<file path="config.mk">
export PLATFORM = sky130hd
export DESIGN_NAME = wave_stim_gen_flat
export DESIGN_NICKNAME = d
export VERILOG_FILES = /design/src/rtl/wave_gen_pkg.sv /design/src/rtl/wave_stim_gen_if.sv /design/src/rtl/wave_gen_dur_cnt.sv /design/src/rtl/wave_stim_gen.sv /design/src/flat_wrapper.sv
export SDC_FILE = /design/constraint.sdc
export NUM_CORES = 1
export LEC_CHECK = 0
export BUFFER_PORTS_ARGS = -buffer_cell sky130_fd_sc_hd__buf_2
export CORE_UTILIZATION = 35
export DETAILED_ROUTE_END_ITERATION = 7
export PLACE_DENSITY = 0.49
export SETUP_SLACK_MARGIN = 0.15
export SLEW_MARGIN = 20
export SYNTH_ARGS = -nofsm -noshare
export SYNTH_HDL_FRONTEND = slang
export SYNTH_HIERARCHICAL = 1
export SYNTH_SLANG_ARGS = --single-unit
</file>
<file path="constraint.sdc">
create_clock -name clk -period 5.3 [get_ports clk]
set_input_delay 1.06 -clock clk [delete_from_list [all_inputs] [get_ports clk]]
set_output_delay 1.06 -clock clk [all_outputs]
set_load 0.01 [all_outputs]
</file>
<file path="src/rtl/wave_gen_pkg.sv">
// wave_gen_pkg: shared FSM states, step record and default parameters for wave_stim_gen
package wave_gen_pkg;
   localparam int DEPTH_DEF = 8;
   localparam int DUR_W_DEF = 8;
   typedef enum logic [1:0] {IDLE, RUN, DONE} state_t;
   typedef struct packed {
      logic [2:0]           val;
      logic [DUR_W_DEF-1:0] dur;
   } step_t;
endpackage

</file>
<file path="src/rtl/wave_stim_gen_if.sv">
// wave_stim_gen_if: host/table and waveform bundle; loop exists only with WAVE_GEN_LOOP_EN
interface wave_stim_gen_if
   import wave_gen_pkg::*;
#(
   parameter int DEPTH = DEPTH_DEF,
   parameter int DUR_W = DUR_W_DEF,
   parameter int AW    = $clog2(DEPTH)
) ();
   logic             wr_en;
   logic [AW-1:0]    wr_addr;
   logic [2:0]       wr_val;
   logic [DUR_W-1:0] wr_dur;
   logic [AW:0]      len;
   logic             start;
   logic             stop;
`ifdef WAVE_GEN_LOOP_EN
   logic             loop;
`endif
   logic             a, b, c;
   logic             busy;
   logic             done;
   logic [AW-1:0]    step_idx;
   modport master (
      output wr_en, wr_addr, wr_val, wr_dur, len, start, stop,
`ifdef WAVE_GEN_LOOP_EN
      output loop,
`endif
      input  a, b, c, busy, done, step_idx
   );
   modport slave (
      input  wr_en, wr_addr, wr_val, wr_dur, len, start, stop,
`ifdef WAVE_GEN_LOOP_EN
      input  loop,
`endif
      output a, b, c, busy, done, step_idx
   );
endinterface

</file>
<file path="src/rtl/wave_gen_dur_cnt.sv">
// wave_gen_dur_cnt: loadable hold-time down-counter; a loaded 0 behaves as 1
module wave_gen_dur_cnt #(
   parameter int W = 8
) (
   input  logic         clk,
   input  logic         rst,
   input  logic         load,
   input  logic [W-1:0] value,
   input  logic         en,
   output logic         expire
);
   logic [W-1:0] cnt;
   assign expire = cnt == '0;
   // load holds max(value,1)-1 remaining cycles, otherwise count down to zero
   always_ff @(posedge clk) begin
      if (rst) cnt <= '0;
      else if (load) cnt <= (value == '0) ? '0 : value - 1'b1;
      else if (en && !expire) cnt <= cnt - 1'b1;
   end
endmodule

</file>
<file path="src/rtl/wave_stim_gen.sv">
// wave_stim_gen: step-table waveform sequencer for a/b/c; WAVE_GEN_LOOP_EN adds looping playback
module wave_stim_gen
   import wave_gen_pkg::*;
#(
   parameter int DEPTH = DEPTH_DEF,
   parameter int DUR_W = DUR_W_DEF
) (
   input logic            clk,
   input logic            rst,
   wave_stim_gen_if.slave bus
);
   localparam int AW = $clog2(DEPTH);
   step_t            tbl [DEPTH];
   state_t           state, nstate;
   logic [AW-1:0]    idx, nidx, nxt, last;
   logic [AW:0]      len_c;
   logic [DUR_W-1:0] ld_dur;
   logic             ld, expire, loop_on;
`ifdef WAVE_GEN_LOOP_EN
   assign loop_on = bus.loop;
`else
   assign loop_on = 1'b0;
`endif
   assign nxt = idx + 1'b1;
   assign len_c = (bus.len > (AW+1)'(DEPTH)) ? (AW+1)'(DEPTH) : bus.len;
   assign bus.step_idx = idx;
   wave_gen_dur_cnt #(.W(DUR_W)) u_cnt (
      .clk    (clk),
      .rst    (rst),
      .load   (ld),
      .value  (ld_dur),
      .en     (state == RUN),
      .expire (expire)
   );
   // table accepts host writes only while idle; contents survive reset
   always_ff @(posedge clk) begin
      if (bus.wr_en && state == IDLE) tbl[bus.wr_addr] <= '{val: bus.wr_val, dur: DUR_W_DEF'(bus.wr_dur)};
   end
   // next state, next step index and counter reload; stop beats advance and start
   always_comb begin
      nstate = state;
      nidx   = '0;
      ld     = 1'b0;
      ld_dur = DUR_W'(tbl[0].dur);
      case (state)
         IDLE: if (bus.start && !bus.stop && len_c != '0) begin
            nstate = RUN;
            ld     = 1'b1;
         end
         RUN: if (bus.stop) begin
            nstate = IDLE;
            ld     = 1'b1;
            ld_dur = '0;
         end else if (!expire) nidx = idx;
         else if (idx != last) begin
            nidx   = nxt;
            ld     = 1'b1;
            ld_dur = DUR_W'(tbl[nxt].dur);
         end else if (loop_on) ld = 1'b1;
         else nstate = DONE;
         default: nstate = IDLE;
      endcase
   end
   // registered state and outputs; last step index latched while idle
   always_ff @(posedge clk) begin
      if (rst) begin
         state                 <= IDLE;
         idx                   <= '0;
         last                  <= '0;
         {bus.a, bus.b, bus.c} <= 3'b0;
         bus.busy              <= 1'b0;
         bus.done              <= 1'b0;
      end else begin
         state                 <= nstate;
         idx                   <= nidx;
         {bus.a, bus.b, bus.c} <= (nstate == RUN) ? tbl[nidx].val : 3'b0;
         bus.busy              <= nstate == RUN;
         bus.done              <= nstate == DONE;
         if (state == IDLE) last <= AW'(len_c - 1'b1);
      end
   end
endmodule

</file>
<file path="src/flat_wrapper.sv">
// flat-port wrapper written by rule: the top's interface ports become plain ports
module wave_stim_gen_flat import wave_gen_pkg::*;
#(
   parameter int DEPTH = DEPTH_DEF,
   parameter int DUR_W = DUR_W_DEF
)
  (clk, rst, bus_wr_en, bus_wr_addr, bus_wr_val, bus_wr_dur, bus_len, bus_start, bus_stop, bus_a, bus_b, bus_c, bus_busy, bus_done, bus_step_idx);
  wave_stim_gen_if #(.DEPTH(DEPTH), .DUR_W(DUR_W)) bus_i ();
  input logic clk;
  input logic rst;
  input wire logic [$bits(bus_i.wr_en)-1:0] bus_wr_en;
  input wire logic [$bits(bus_i.wr_addr)-1:0] bus_wr_addr;
  input wire logic [$bits(bus_i.wr_val)-1:0] bus_wr_val;
  input wire logic [$bits(bus_i.wr_dur)-1:0] bus_wr_dur;
  input wire logic [$bits(bus_i.len)-1:0] bus_len;
  input wire logic [$bits(bus_i.start)-1:0] bus_start;
  input wire logic [$bits(bus_i.stop)-1:0] bus_stop;
  output wire logic [$bits(bus_i.a)-1:0] bus_a;
  output wire logic [$bits(bus_i.b)-1:0] bus_b;
  output wire logic [$bits(bus_i.c)-1:0] bus_c;
  output wire logic [$bits(bus_i.busy)-1:0] bus_busy;
  output wire logic [$bits(bus_i.done)-1:0] bus_done;
  output wire logic [$bits(bus_i.step_idx)-1:0] bus_step_idx;
  assign bus_i.wr_en = bus_wr_en;
  assign bus_i.wr_addr = bus_wr_addr;
  assign bus_i.wr_val = bus_wr_val;
  assign bus_i.wr_dur = bus_wr_dur;
  assign bus_i.len = bus_len;
  assign bus_i.start = bus_start;
  assign bus_i.stop = bus_stop;
  assign bus_a = bus_i.a;
  assign bus_b = bus_i.b;
  assign bus_c = bus_i.c;
  assign bus_busy = bus_i.busy;
  assign bus_done = bus_i.done;
  assign bus_step_idx = bus_i.step_idx;
  wave_stim_gen #(.DEPTH(DEPTH), .DUR_W(DUR_W)) u_core (.clk(clk), .rst(rst), .bus(bus_i));
endmodule
</file>
Word-level counts from Yosys, hierarchy flattened --
Memory sizes are Yosys's and may differ from the RTL's. A register that Yosys moved wholly into a read port is not among the register bits. Cells that the tools add are included.
Word-level totals: register bits 18, bits in writable memories 88, input bits 23, output and inout bits 8, logic and storage cells 53, memories kept 1
Operators by class: $add $sub $neg 4, magnitude comparators 1, equality and inequality tests 4, multiplexer cells 24, bitwise gates (word level) 1, reductions and logical operators 12
Memories:
- u_core.tbl | words 8, bits a word 11, read ports 3, clocked after memory_dff 1, write ports 1, RTL line wave_stim_gen.sv:13 | step_t tbl [DEPTH];
Operators by type and width (count):
- 8-bit 2-to-1 mux | 7
- 8-bit logical NOT | 2
- 8-bit by 1-bit subtractor with 8-bit output, second input constant | 2
- 3-bit 2-to-1 mux | 4
- 2-bit 2-to-1 mux | 4
- 1-bit 2-to-1 mux | 6
- 2-bit by 1-bit == test with 1-bit output, second input constant | 2
- 4-bit > comparator, second input constant | 1
- 1-bit logical AND | 4
- 4-bit 2-to-1 mux | 1
- 2-bit case mux with 2 select lines | 1
- 4-bit nonzero test | 1
- 3-bit by 1-bit adder with 3-bit output, second input constant | 1
- 3-bit inequality test | 1
- 3-bit by 1-bit subtractor with 3-bit output, second input constant | 1
- 2-bit == test, second input constant | 1
- 1-bit logical NOT | 2
- 2-bit logical NOT | 1
- 1-bit case mux with 2 select lines | 1
- 2-bit nonzero test | 1
- 2-bit OR reduction | 1
- 1-bit NOT | 1

Logic depth before layout (Yosys ltp) --
depth after elaboration 9, depth in mapped cells 16, gate-level depth less buffers 15

Cells and area by module --
Netlist, hierarchy kept.
By module, submodules not included:
- wave_stim_gen | instances 1, cells each 300, area an instance 4469.3 sq um, seq. area each 2902.8 sq um
- wave_gen_dur_cnt | instances 1, cells each 86, area an instance 743.2 sq um, seq. area each 160.2 sq um

Worst setup path before layout --
OpenSTA, ideal clock, no wires.
kind reg2reg, start point register u_core.u_cnt.cnt[3], end point register u_core.u_cnt.cnt[5], library setup time 0.086 ns, arrival time 3.279 ns, data required time 5.214 ns, setup slack 1.935 ns, stages on the path, launching flop included 15, path buffers 1, period minus slack after synthesis 3.365 ns, cells stage by stage dfxtp_1 -> nor4_4 -> and2_1 -> inv_2 -> a31o_2 -> buf_2 -> nor2_1 -> a22oi_1 -> o21ai_0 -> inv_1 -> ha_1 -> nor3b_1 -> a21oi_1 -> o21ai_1 -> a221oi_2
On the way: word-level cells in the longest chain between the ends 7, elaborated cells between the ends (all ways) 16, classes of those cells 2 x add/sub; 9 x mux; 5 x reduce/logical
Ends and longest elaborated chain:
- start, declared | RTL line wave_gen_dur_cnt.sv:12 | logic [W-1:0] cnt;
- start signal, assigned | RTL line wave_gen_dur_cnt.sv:17 | else if (load) cnt <= (value == '0) ? '0 : value - 1'b1;
- start signal, assigned | RTL line wave_gen_dur_cnt.sv:18 | else if (en && !expire) cnt <= cnt - 1'b1;
- 8-bit logical NOT (*) | RTL line wave_gen_dur_cnt.sv:13 | assign expire = cnt == '0;
- named net u_core.expire | RTL line wave_stim_gen.sv:18 | logic ld, expire, loop_on;
- 8-bit 2-to-1 mux (*) | RTL line wave_stim_gen.sv:54 | end else if (!expire) nidx = idx;
- 8-bit 2-to-1 mux (*) | RTL line wave_stim_gen.sv:50 | RUN: if (bus.stop) begin
- 8-bit 2-to-1 mux (*) | RTL line wave_stim_gen.sv:45 | case (state)
- named net u_core.ld_dur[0] | RTL line wave_stim_gen.sv:17 | logic [DUR_W-1:0] ld_dur;
- 8-bit by 1-bit subtractor with 8-bit output or 8-bit logical NOT (tied branches) | RTL line wave_gen_dur_cnt.sv:17
- 8-bit 2-to-1 mux (*) (2 in series) | RTL line wave_gen_dur_cnt.sv:17
Mark *: on every way through the listed nets, which the timed path passes. The rest lies on a longest branch. The select of a mux whose other input is x is not followed. A chain may end at the register's enable or synchronous reset.

Worst setup path after layout --
Same ends and word-level chain as after synthesis.

==> results.sh <==
export IMPL_status="finished, final reports clean"
export IMPL_slew_violations=0
export IMPL_slew_headroom=0.2903
export IMPL_crit_path_max_fanout=22
export IMPL_synth_area_leaders="edfxtp_1, dfxtp_1, mux4_2"
export IMPL_drc_errors=0
export IMPL_synth_most_common_cell="edfxtp_1"
export IMPL_grt_setup_unrepaired="no"
export IMPL_fmax_mhz=241.8
export IMPL_r2r_end="u_core/u_cnt/cnt[5]"
export IMPL_synth_top_cell_area_share=0.5070
export IMPL_overflow=0
export IMPL_cts_hold_buf=0
export IMPL_vias=3315
export IMPL_netlist_instances=386
export IMPL_tightest_slew_ns=1.059
export IMPL_cts_clk_slew_worst_paths_ns=0.07
export IMPL_gp_congestion=0.7774
export IMPL_timing_rr_start="u_core/u_cnt/cnt[3]"
export IMPL_fillerInstances=1399
export IMPL_yosys_warnings=6
export IMPL_hold_violations=0
export IMPL_postRouteAntennaNets=0
export IMPL_grt_pass1_wl_mm=18.33
export IMPL_first_pass_iters=4
export IMPL_tritoncts_num_buffers=9
export IMPL_port_buffers=30
export IMPL_cp_start_kind="flop"
export IMPL_holdPathStages=2
export IMPL_diodes=0
export IMPL_die_area_um2=15380
export IMPL_power_share_clock=0.323
export IMPL_drtIter0Drc=237
export IMPL_rows=44
export IMPL_power_leakage_nw=1.957
export IMPL_final_setup_viol_count=0
export IMPL_ys_async_sr_fraction=0
export IMPL_synth_edf_count=88
export IMPL_endpoint_kind="flop"
export IMPL_start_util=0.3586
export IMPL_synthTopCellsByCount="edfxtp_1, nor2_1, dfxtp_1, nand2_1"
export IMPL_routed_via_density=5.443
export IMPL_intPower_w=0.001430
export IMPL_swShare=0.2902
export IMPL_ctsResizeCount=0
export IMPL_routed_wl_mm=11.57
export IMPL_seqPwrFrac=0.485
export IMPL_synth_seq_cells=109
export IMPL_yosysSeqAreaShare=0.5876
export IMPL_ir_drop_mv=0.1600
export IMPL_io_pins=31
export IMPL_fin_setup_tns_ns=0
export IMPL_antenna_found_initial=0
export IMPL_min_period_ns=4.136
export IMPL_cts_sinks=109
export IMPL_grt_max_degree=43
export IMPL_syn_num_nets=415
export IMPL_die_w_um=124.0
export IMPL_multi_input_area_um2=2014
export IMPL_final_nets=449
export IMPL_power_density_nw_per_um2=343.3
export IMPL_design_area_um2=5868
export IMPL_ff2ff_path_depth=14
export IMPL_worstPathRequired_ns=5.57
export IMPL_final_layout_size_suffix_gt1_frac=0.2565
export IMPL_cts_root_buffer="clkbuf_16"
export IMPL_ff_latch_area_um2=3064
export IMPL_min_delay_start="u_core/u_cnt/cnt[0]"
export IMPL_cap_violations=0
export IMPL_grt_pass1_vias=3289
export IMPL_fp_dieH_um=124.0
export IMPL_hp_class="flop to flop"
export IMPL_h_tree_depth=3
export IMPL_arrival_ns=4.40
export IMPL_rrSetupSlack_ns=1.16
export IMPL_synth_area_leader_cell="edfxtp_1"
export IMPL_fin_skew_ns=0.01148
export IMPL_hold_end="u_core/u_cnt/cnt[0]"
export IMPL_dp_hpwl_mm=7.855
export IMPL_syn_area_um2=5212
export IMPL_cts_tree="built"
export IMPL_synth_distinct_cells=73
export IMPL_grt_usage=0.1635
export IMPL_clk_latency_ns=0.35
export IMPL_clk_path_buf_depth=2
export IMPL_power_switching_w=0.0005845
export IMPL_final_util=0.4038
export IMPL_cts_setup_buffers=0
export IMPL_syn_area_per_cell_um2=13.50
export IMPL_wire_per_inst_um=19.00
export IMPL_core_area_um2=14530
export IMPL_area_growth_pct=12.58
export IMPL_fin_cells=609
export IMPL_placed_area_um2=5577
export IMPL_post_route_period_util=0.7803
export IMPL_dp_cells=593
export IMPL_hold_ws_ns=0.5178
export IMPL_comb_power_share=0.192
export IMPL_synth_ff_type="edfxtp_1"
export IMPL_crit_type="flop to flop"
## power groups by stage
stage          Clock, W  Sequential [W]  Combinational, W
2_1_floorplan         0        0.000992          0.000294
3_3_place_gp          0        0.000996          0.000380
3_5_place_dp          0        0.000996          0.000384
4_1_cts        0.000671        0.000977          0.000387
5_1_grt        0.000700        0.000981          0.000430
6_report       0.000651        0.000977          0.000386
## layout make-up
class                   count  area share
clock inverters             6    0.009595
flip-flops and latches    109      0.5222
inverters                  15    0.009595
repair buffers             39     0.03710
multi-input cells         246      0.3433
well taps                 184     0.03923
clock buffers              10     0.03902
## sequential cells by signal, indices dropped and copies added, names as in the netlist
register	flops
u_core/bus.b	1
u_core/bus.busy	1
u_core/u_cnt/cnt	8
u_core/bus.a	1
u_core/state	2
u_core/last	3
u_core/bus.done	1
u_core/tbl	88
u_core/bus.c	1
u_core/bus.step_idx	3
## critical path, stage by stage (launching register included)
cell and delay [ns]:
dfxtp_1 0.38, nor4_4 0.49, and2_1 0.21, buf_4 0.25
inv_2 0.16, a31o_2 0.35, nor2_1 0.37, a22oi_1 0.13
o21ai_0 0.39, inv_1 0.15, ha_1 0.23, nor3b_1 0.17
a21oi_1 0.38, o21ai_1 0.17, a221oi_2 0.22
## cells in the final DEF, fill, tap and decap left out, types with 11 or more instances in the layout
cell	n
dfxtp_1	20
nor2_1	32
buf_2	30
nand2_1	21
edfxtp_1	88
o21ai_0	16
mux4_2	16
a21oi_1	14
inv_1	14
nor3_1	11
## cell families (layout without fill, tap and decap cells)
kind of cell               count (synthesis)  count (layout)  share of synthesized area
AOI/OAI and AO/OA                         92              92                     0.1351
xor gates and xnor gates                   8               8                    0.01993
adders and majority gates                  6               6                    0.01440
buffers and inverters                     31              70                    0.02904
DFF                                      109             109                     0.5876
muxes                                     28              28                    0.09434
and+or+nand+nor                          112             112                     0.1195
## per-stage QoR
stage / total power, W / setup slack, ns
6_report: 0.002014 / 1.164
2_1_floorplan: 0.001286 / 1.935
3_5_place_dp: 0.001380 / 1.235
3_3_place_gp: 0.001376 / 1.394
5_1_grt: 0.002111 / 0.7859
4_1_cts: 0.002035 / 1.178
## layer usage
layer,GRT usage,vias to the layer above,routed length (um)
li1,-,1582,-
met3,0.03251,12,578
met2,0.2431,81,5150
met5,0,-,0
met1,0.2386,1640,5685
met4,0.05208,0,154
## worst max path at each step
stage	from	end	slack [ns]	cells past startpoint
global placement	u_core/u_cnt/cnt[3]	u_core/u_cnt/cnt[5]	1.39	14
detailed placement	u_core/u_cnt/cnt[3]	u_core/u_cnt/cnt[5]	1.23	14
CTS	u_core/u_cnt/cnt[3]	u_core/u_cnt/cnt[5]	1.18	14
floorplan	u_core/u_cnt/cnt[3]	u_core/u_cnt/cnt[5]	1.93	14
finish	u_core/u_cnt/cnt[3]	u_core/u_cnt/cnt[5]	1.16	14
global route	u_core/u_cnt/cnt[3]	u_core/u_cnt/cnt[5]	0.79	14
Power figures use the tool's default switching activity.
